==> config.mk <==
export PLATFORM = sky130hd
export DESIGN_NAME = reset_sequencer
export DESIGN_NICKNAME = d
export VERILOG_FILES = /design/src/rtl/reset_sequencer.sv
export SDC_FILE = /design/constraint.sdc
export NUM_CORES = 1
export LEC_CHECK = 0
export ABC_AREA = 0
export CAP_MARGIN = 20
export CORE_ASPECT_RATIO = 1.2
export CORE_MARGIN = 5
export CORE_UTILIZATION = 40
export CTS_CLUSTER_DIAMETER = 120
export DETAILED_ROUTE_END_ITERATION = 7
export HOLD_SLACK_MARGIN = 0.08
export PLACE_DENSITY = 0.7
export SYNTH_ARGS = -nofsm -noshare
export SYNTH_HDL_FRONTEND = slang
export SYNTH_SLANG_ARGS = --single-unit
==> constraint.sdc <==
create_clock -name clk -period 5.9 [get_ports clk]
set_input_delay 1.475 -clock clk [delete_from_list [all_inputs] [get_ports clk]]
set_output_delay 1.475 -clock clk [all_outputs]
set_load 0.005 [all_outputs]
==> src/rtl/reset_sequencer.sv <==
// reset_sequencer: orders reset release for clock/DDR/Ethernet bring-up.
// Holds all downstream resets, waits for PLL lock, releases the DDR
// controller, waits for calibration (bounded timeout with retries), then
// releases the Ethernet datapath and the application with fixed gaps.
//
// Ports:
//   clk             single clock, all logic on posedge
//   hardware_rst_n  synchronous active-low block reset
//   software_rst    active-high restart request (synchronous to clk)
//   pll_locked      PLL lock, asynchronous (2-flop synchronized)
//   ddr_calib_done  DDR calibration done, asynchronous (2-flop synchronized)
//   ddr_rst         active-high DDR controller reset
//   eth_rst         active-high Ethernet datapath reset
//   app_rst         active-high application reset
//   seq_done        high while the sequence is complete (RUN)
//   calib_fail      high while latched in FAULT
//   retry_cnt       calibration timeouts since last hardware/software reset
module reset_sequencer #(
    parameter int unsigned HOLD_CYCLES   = 16,
    parameter int unsigned GAP_CYCLES    = 8,
    parameter int unsigned CALIB_TIMEOUT = 1000000,
    parameter int unsigned MAX_RETRIES   = 3,
    parameter int unsigned CNT_W         = 20
) (
    input  logic       clk,
    input  logic       hardware_rst_n,
    input  logic       software_rst,
    input  logic       pll_locked,
    input  logic       ddr_calib_done,
    output logic       ddr_rst,
    output logic       eth_rst,
    output logic       app_rst,
    output logic       seq_done,
    output logic       calib_fail,
    output logic [1:0] retry_cnt
);

    localparam logic [CNT_W-1:0] HOLD_LAST    = CNT_W'(HOLD_CYCLES - 1);
    localparam logic [CNT_W-1:0] GAP_LAST     = CNT_W'(GAP_CYCLES - 1);
    localparam logic [CNT_W-1:0] TIMEOUT_LAST = CNT_W'(CALIB_TIMEOUT - 1);
    localparam logic [1:0]       RETRY_LIMIT  = 2'(MAX_RETRIES);

    typedef enum logic [2:0] {
        S_HOLD,
        S_WAIT_LOCK,
        S_WAIT_CAL,
        S_GAP_ETH,
        S_GAP_APP,
        S_RUN,
        S_FAULT
    } state_t;

    state_t           state;
    state_t           state_nxt;
    logic [CNT_W-1:0] cnt;
    logic [CNT_W-1:0] cnt_nxt;
    logic [1:0]       retry_nxt;

    logic lock_meta;
    logic lock_s;
    logic cal_meta;
    logic cal_s;

    // Two-flop synchronizers for the asynchronous status inputs
    always_ff @(posedge clk) begin
        if (!hardware_rst_n) begin
            lock_meta <= 1'b0;
            lock_s    <= 1'b0;
            cal_meta  <= 1'b0;
            cal_s     <= 1'b0;
        end else begin
            lock_meta <= pll_locked;
            lock_s    <= lock_meta;
            cal_meta  <= ddr_calib_done;
            cal_s     <= cal_meta;
        end
    end

    // Next-state, retry and counter decisions
    always_comb begin
        state_nxt = state;
        retry_nxt = retry_cnt;

        if (software_rst) begin
            // Restart request overrides every other transition
            state_nxt = S_HOLD;
            retry_nxt = 2'd0;
        end else begin
            case (state)
                S_HOLD: begin
                    if (cnt == HOLD_LAST) state_nxt = S_WAIT_LOCK;
                end
                S_WAIT_LOCK: begin
                    if (lock_s) state_nxt = S_WAIT_CAL;
                end
                S_WAIT_CAL: begin
                    // Lock loss first, then calibration success, then timeout
                    if (!lock_s) begin
                        state_nxt = S_HOLD;
                    end else if (cal_s) begin
                        state_nxt = S_GAP_ETH;
                    end else if (cnt == TIMEOUT_LAST) begin
                        if (retry_cnt < RETRY_LIMIT) begin
                            retry_nxt = retry_cnt + 2'd1;
                            state_nxt = S_HOLD;
                        end else begin
                            state_nxt = S_FAULT;
                        end
                    end
                end
                S_GAP_ETH: begin
                    if (!lock_s)                state_nxt = S_HOLD;
                    else if (cnt == GAP_LAST)   state_nxt = S_GAP_APP;
                end
                S_GAP_APP: begin
                    if (!lock_s)                state_nxt = S_HOLD;
                    else if (cnt == GAP_LAST)   state_nxt = S_RUN;
                end
                S_RUN: begin
                    if (!lock_s || !cal_s) state_nxt = S_HOLD;
                end
                S_FAULT: begin
                    state_nxt = S_FAULT;
                end
                default: begin
                    state_nxt = S_HOLD;
                end
            endcase
        end

        // Counter restarts on every state entry and only runs in timed states
        cnt_nxt = '0;
        if (!software_rst && state_nxt == state) begin
            case (state)
                S_HOLD, S_WAIT_CAL, S_GAP_ETH, S_GAP_APP: cnt_nxt = cnt + CNT_W'(1);
                default:                                  cnt_nxt = '0;
            endcase
        end
    end

    // State, counter and outputs; outputs decoded from the next state so
    // they switch on the same edge as the state itself
    always_ff @(posedge clk) begin
        if (!hardware_rst_n) begin
            state      <= S_HOLD;
            cnt        <= '0;
            retry_cnt  <= 2'd0;
            ddr_rst    <= 1'b1;
            eth_rst    <= 1'b1;
            app_rst    <= 1'b1;
            seq_done   <= 1'b0;
            calib_fail <= 1'b0;
        end else begin
            state      <= state_nxt;
            cnt        <= cnt_nxt;
            retry_cnt  <= retry_nxt;
            ddr_rst    <= !(state_nxt == S_WAIT_CAL || state_nxt == S_GAP_ETH ||
                            state_nxt == S_GAP_APP  || state_nxt == S_RUN);
            eth_rst    <= !(state_nxt == S_GAP_APP || state_nxt == S_RUN);
            app_rst    <= (state_nxt != S_RUN);
            seq_done   <= (state_nxt == S_RUN);
            calib_fail <= (state_nxt == S_FAULT);
        end
    end

endmodule

### Word level (Yosys, flattened, before mapping)

Index checks and enable logic that the tools add are counted.

| word-level totals | value |
|---|---|
| register bits after elaboration | 34 |
| bits of input ports | 5 |
| output and inout port bits | 7 |
| word-level logic and storage cells | 62 |

| cells by class | value |
|---|---|
| add/subtract/negate cells | 2 |
| order comparisons | 1 |
| eq/ne operators | 16 |
| multiplexer cells | 13 |
| bitwise gates (word level) | 2 |
| reductions and logical operators | 16 |

Operators by type and width:

| cell | number |
|---|---|
| 3-bit 2-to-1 mux | 12 |
| 3-bit case mux with 7 select lines | 1 |
| 20-bit by 1-bit adder with 20-bit output, second input constant | 1 |
| 20-bit == test, second input constant | 1 |
| 20-bit by 3-bit == test with 1-bit output, second input constant | 1 |
| 20-bit by 4-bit == test with 1-bit output, second input constant | 1 |
| 3-bit == test, second input constant | 6 |
| 3-bit by 2-bit == test with 1-bit output, second input constant | 4 |
| 1-bit logical NOT | 5 |
| 1-bit logical OR | 5 |
| 5-bit AND reduction | 1 |
| 4-bit OR reduction | 1 |
| 3-bit by 1-bit == test with 1-bit output, second input constant | 1 |
| 3-bit == test | 1 |
| 3-bit logical NOT | 1 |
| 3-bit inequality test, second input constant | 1 |
| 3-bit AND reduction | 1 |
| 2-bit by 1-bit adder with 2-bit output, second input constant | 1 |
| 2-bit < comparator, second input constant | 1 |
| 1-bit inverter | 2 |
| 2-bit OR reduction | 1 |
| 1-bit logical AND | 1 |

### Longest topological paths before layout

| depth | value |
|---|---|
| depth after elaboration | 12 |
| gate-level depth with buffers | 8 |
| gate-level depth less buffers | 7 |

### Worst setup path before layout

No wires, ideal clock.

| path | value |
|---|---|
| path kind | input to register |
| start | in software_rst |
| end | reg cnt[0] |
| setup time | 0.072 ns |
| arrival time | 2.610 ns |
| required time | 5.828 ns |
| path slack | 3.217 ns |
| stages | 7 |
| path buffers | 1 |
| cell sequence | inv_1 -> nand2_1 -> a311o_1 -> a21oi_1 -> o2111ai_2 -> buf_6 -> nor3b_2 |

| on the way | value |
|---|---|
| word-level cells in the longest chain between the ends | 4 |
| elaborated cells on any way between the ends | 5 |
| classes of those cells | eq/ne: 1; mux: 1; reduce/logical: 3 |

RTL lines:

| item | RTL line | text |
|---|---|---|
| start: declaration | 27 | `input logic software_rst,` |
| 3-bit 2-to-1 mux | 84 | `if (software_rst) begin` |
| 3-bit == test | 133 | `if (!software_rst && state_nxt == state) begin` |
| 1-bit logical AND (*) | 133 |  |
| 3-bit AND reduction (no line) (*) | -- |  |
| end signal: assignment | 155 | `cnt <= cnt_nxt;` |
| end: declaration | 55 | `logic [CNT_W-1:0] cnt;` |

Mark *: on every way between the ends. The rest lies on a longest branch, timed or not.
A chain may end at the register's enable or synchronous reset.

### Worst setup path in the final report

| path | value |
|---|---|
| start | in hardware_rst_n |
| end | reg cnt[0] |

| on the way | value |
|---|---|
| word-level cells in the longest chain between the ends | 1 |

RTL lines:

| item | RTL line | text |
|---|---|---|
| start: declaration | 26 | `input logic hardware_rst_n,` |
| 3-bit AND reduction (no line) | -- |  |

No other way between the ends.

==> flow_summary_export.csv <==
group,metric,value,unit
run_status,status,"finished, final reports clean",
timing,grt_setup_unrepaired,"no",
detailed_routing,route.final.wire_length,3.26,mm
timing,finClkSkew,0.00731,ns
worst_setup_path,crit_path_start_kind,"input port",
worst_setup_path,timing.setup.critical_path_class,"input port to flip-flop",
global_route,via_count_of_the_first_global_routing_pass,1243,
detailed_routing,drt_first_iter_violations,48,
clock_tree,ctsHoldBuffers,0,
timing,max_slew_margin,41.8,%
clock_tree,clock_tree.htree_level_count,2,
detailed_routing,dr.pass1.iters,4,
detailed_routing,detail_route.vias_per_cell,5.22,
power_and_ir_drop,power.static_leakage,0.652,nW
worst_setup_path,path_cells,"clkdlybuf4s50_1 -> nand2_1 -> a311o_1 -> a21oi_1 -> o2111ai_2 -> nor3b_2",
yosys,synth_nets,198,
final_layout,synthToLayoutAreaGrowth,14.4,%
die,fp.dieArea,0.00557,mm^2
place,numPortBuffers,11,
power_and_ir_drop,ir_worst_vdd,0.0000928,V
power_and_ir_drop,power_per_cell_area,235,mW/mm^2
die,dieWidth,69.0,um
worst_setup_path,critical_path.slowest_cell,"sky130_fd_sc_hd__clkdlybuf4s50_1",
final_layout,multi_input_area,932,um^2
final_layout,finalNetCount,208,
yosys,synth-seq-cells,34,
detailed_routing,route.vias.total,1336,
clock_tree,ctsLongestPathBuffers,2,
yosys,sequential_element_share_of_the_synthesized_area,40.7,%
clock_tree,clock_insertion_delay_worst_skew,0.29,ns
final_layout,mostFrequentLayoutCell,"sky130_fd_sc_hd__dfxtp_1",
worst_setup_path,path_max_fanout,20,
global_route,global_route.overflow_total,0,
global_route,grt_pass1_wl,5.55,mm
final_layout,drive_above_1_share,8.91,%
worst_setup_path,timing.critical_path.required,6.11,ns
yosys,syn_inst,191,
power_and_ir_drop,totalPowerFinal,0.000450,W
clock_tree,clk_transition_reported_paths,0.07,ns
clock_tree,cts_resized,0,
die,core.rowCount,25,
place,gp_congestion,0.934,
final_layout,register_area,681,um^2
clock_tree,cts.sink_count,34,
die,die_height,80.8,um
timing,totalNegativeSetupSlack,0,ns
clock_tree,post_cts_repair_timing_setup_buffer_count,0,
place,dpl.hpwl,2.35,mm
timing,timing_worst_slew_pin_value,0.874,ns
clock_tree,tritoncts_buffer_count,5,
die,initial_core_util,41.7,%
worst_setup_path,arrival,3.49,ns
detailed_routing,routedWlPerCell,12.7,um
final_layout,finish.utilization,47.7,%
worst_setup_path,delay_of_the_slowest_cell_on_the_worst_path,0.55,ns
worst_setup_path,timing.critical_path.to_type,"flip-flop",
timing,setup_violations,0,
global_route,track_usage,13.4,%
timing,post-route-min-period,3.28,ns
final_layout,antenna_cell_count,0,
clock_tree,tritoncts,"yes",
final_layout,mostFrequentLayoutCells,"sky130_fd_sc_hd__dfxtp_1, sky130_fd_sc_hd__nor2_1, sky130_fd_sc_hd__nand2_1",
hold_path,worst_hold_path_type,"flip-flop to flip-flop",
detailed_routing,ant_nets,0,
yosys,async_reset_ff_share,0,%
worst_setup_path,critPathTopFamily,"compound AO/OA/AOI/OAI gates",
die,core_area,0.00400,mm^2
timing,number_of_slew_limit_violations_in_the_final_report,0,
timing,post-route-period-util,55.6,%
yosys,synth.distinct_cells,46,
die,num_io_pins,12,
yosys,synth_ff_type,"sky130_fd_sc_hd__dfxtp_1",
final_layout,filler_cell_count,431,
worst_setup_path,crit_buf_inv,1,
clock_tree,cts.root.buffer_cell,"sky130_fd_sc_hd__clkbuf_8",
detailed_routing,post-route-drc-count,0,
yosys,synth_enable_flop_cells,0,
yosys,syn_avg_cell_area,8.75,um^2
yosys,syn-cell-area,0.00167,mm^2
timing,timing.final.hold_violations,0,
global_route,largest_net_degree_at_the_start_of_global_routing,21,
global_route,grt_antenna_before_repair,0,
run,cap_viol_max_count,0,
timing,max_freq,0.305,GHz
yosys,synthesis.yosys.warnings,0,
cell usage after synthesis (2+ instances only):
library cell | n | area (um^2)
sky130_fd_sc_hd__nor2_1 | 29 | 109
sky130_fd_sc_hd__inv_1 | 3 | 11.3
sky130_fd_sc_hd__a31oi_1 | 2 | 12.5
sky130_fd_sc_hd__nand3_1 | 10 | 50.1
sky130_fd_sc_hd__nor2b_1 | 2 | 12.5
sky130_fd_sc_hd__nand4_1 | 3 | 18.8
sky130_fd_sc_hd__nand2b_1 | 3 | 18.8
sky130_fd_sc_hd__or4_1 | 2 | 15.0
sky130_fd_sc_hd__nand2_1 | 18 | 67.6
sky130_fd_sc_hd__clkbuf_1 | 5 | 18.8
sky130_fd_sc_hd__xor2_1 | 8 | 70.1
sky130_fd_sc_hd__nand3b_1 | 2 | 15.0
sky130_fd_sc_hd__o21ai_0 | 4 | 20.0
sky130_fd_sc_hd__nor4b_1 | 2 | 17.5
sky130_fd_sc_hd__nor3_1 | 3 | 15.0
sky130_fd_sc_hd__and2_1 | 8 | 50.1
sky130_fd_sc_hd__and3_1 | 4 | 25.0
sky130_fd_sc_hd__buf_6 | 2 | 22.5
sky130_fd_sc_hd__nand4b_1 | 2 | 17.5
sky130_fd_sc_hd__nor4_1 | 2 | 12.5
sky130_fd_sc_hd__ha_1 | 2 | 25.0
sky130_fd_sc_hd__o311ai_0 | 2 | 17.5
sky130_fd_sc_hd__dfxtp_1 | 34 | 681
sky130_fd_sc_hd__a21oi_1 | 3 | 15.0
sky130_fd_sc_hd__xnor2_1 | 11 | 96.3
sky130_fd_sc_hd__a211oi_1 | 2 | 15.0
sky130_fd_sc_hd__or4_4 | 3 | 33.8
sky130_fd_sc_hd__mux2i_1 | 2 | 20.0
final timing paths:
| path | from | to | slack (ns) | depth (start not counted) |
|---|---|---|---|---|
| max | hardware_rst_n | cnt[0] | 2.62 | 6 |
| min | cal_meta | cal_s | 0.44 | 1 |
| max reg2reg | cnt[11] | cnt[11] | 2.93 | 6 |
| min reg2reg | cal_meta | cal_s | 0.44 | 1 |
layout make-up:
cell class,count,area share [%]
well taps,54,3.54
inverters,3,0.589
clock inverters,3,2.10
multi-input cells,146,48.8
flip-flops and latches,34,35.6
clock buffers,5,3.60
repair buffers,11,5.76
worst reg2reg max path, cell delays in order, from the launching register on:
cell                        delay (ns)
sky130_fd_sc_hd__dfxtp_1          0.34
sky130_fd_sc_hd__or4_1            0.61
sky130_fd_sc_hd__or4_4            0.60
sky130_fd_sc_hd__o311ai_0         0.32
sky130_fd_sc_hd__a21oi_1          0.13
sky130_fd_sc_hd__o2111ai_2        0.71
sky130_fd_sc_hd__nor2_1           0.12
kinds of logic (layout without fill, tap and decap cells):
kind of cell / after synthesis / in the layout / share of synthesized area, %
simple gates: 99 / 99 / 32.4
flops: 34 / 34 / 40.7
compound gates: 23 / 23 / 10.1
xor+xnor: 19 / 19 / 9.96
buf+inv: 11 / 22 / 3.45
mux: 3 / 3 / 1.87
fa+ha+maj: 2 / 2 / 1.50
metal layers:
metal	share of wire [%]	GRT usage [%]	routed length, um
met2	47	20.8	1530
met4	2.9	7.21	95
met1	46	16.0	1510
met3	3.8	4.56	125
met5	0	0	0
report_power, final:
part / switching (W) / leakage [nW] / internal, W / total (W)
clock: 0.0000822 / 0.0579 / 0.000124 / 0.000206
sequential: 0.00000199 / 0.275 / 0.000231 / 0.000233
combinational: 0.00000505 / 0.319 / 0.00000481 / 0.00000986
total: 0.0000893 / 0.652 / 0.000360 / 0.000450
flip-flops by register name, summed over array words and instances, names as in the netlist:
register and cells:
app_rst 1, cal_meta 1, cal_s 1, calib_fail 1, cnt 20, ddr_rst 1, eth_rst 1, lock_meta 1
lock_s 1, retry_cnt 2, seq_done 1, state 3
stage by stage:
stage	area [um^2]	setup WS [ns]	std cells	hold slack, ns
after global routing	1910	2.40	256	0.454
after global placement	1800	2.33	248	0.416
after detailed placement	1800	2.29	248	0.421
final	1910	2.62	256	0.439
after CTS	1910	2.59	256	0.446
after floorplan	1670	3.22	191	0.412
No activity file was read; power rests on OpenSTA's default activity.
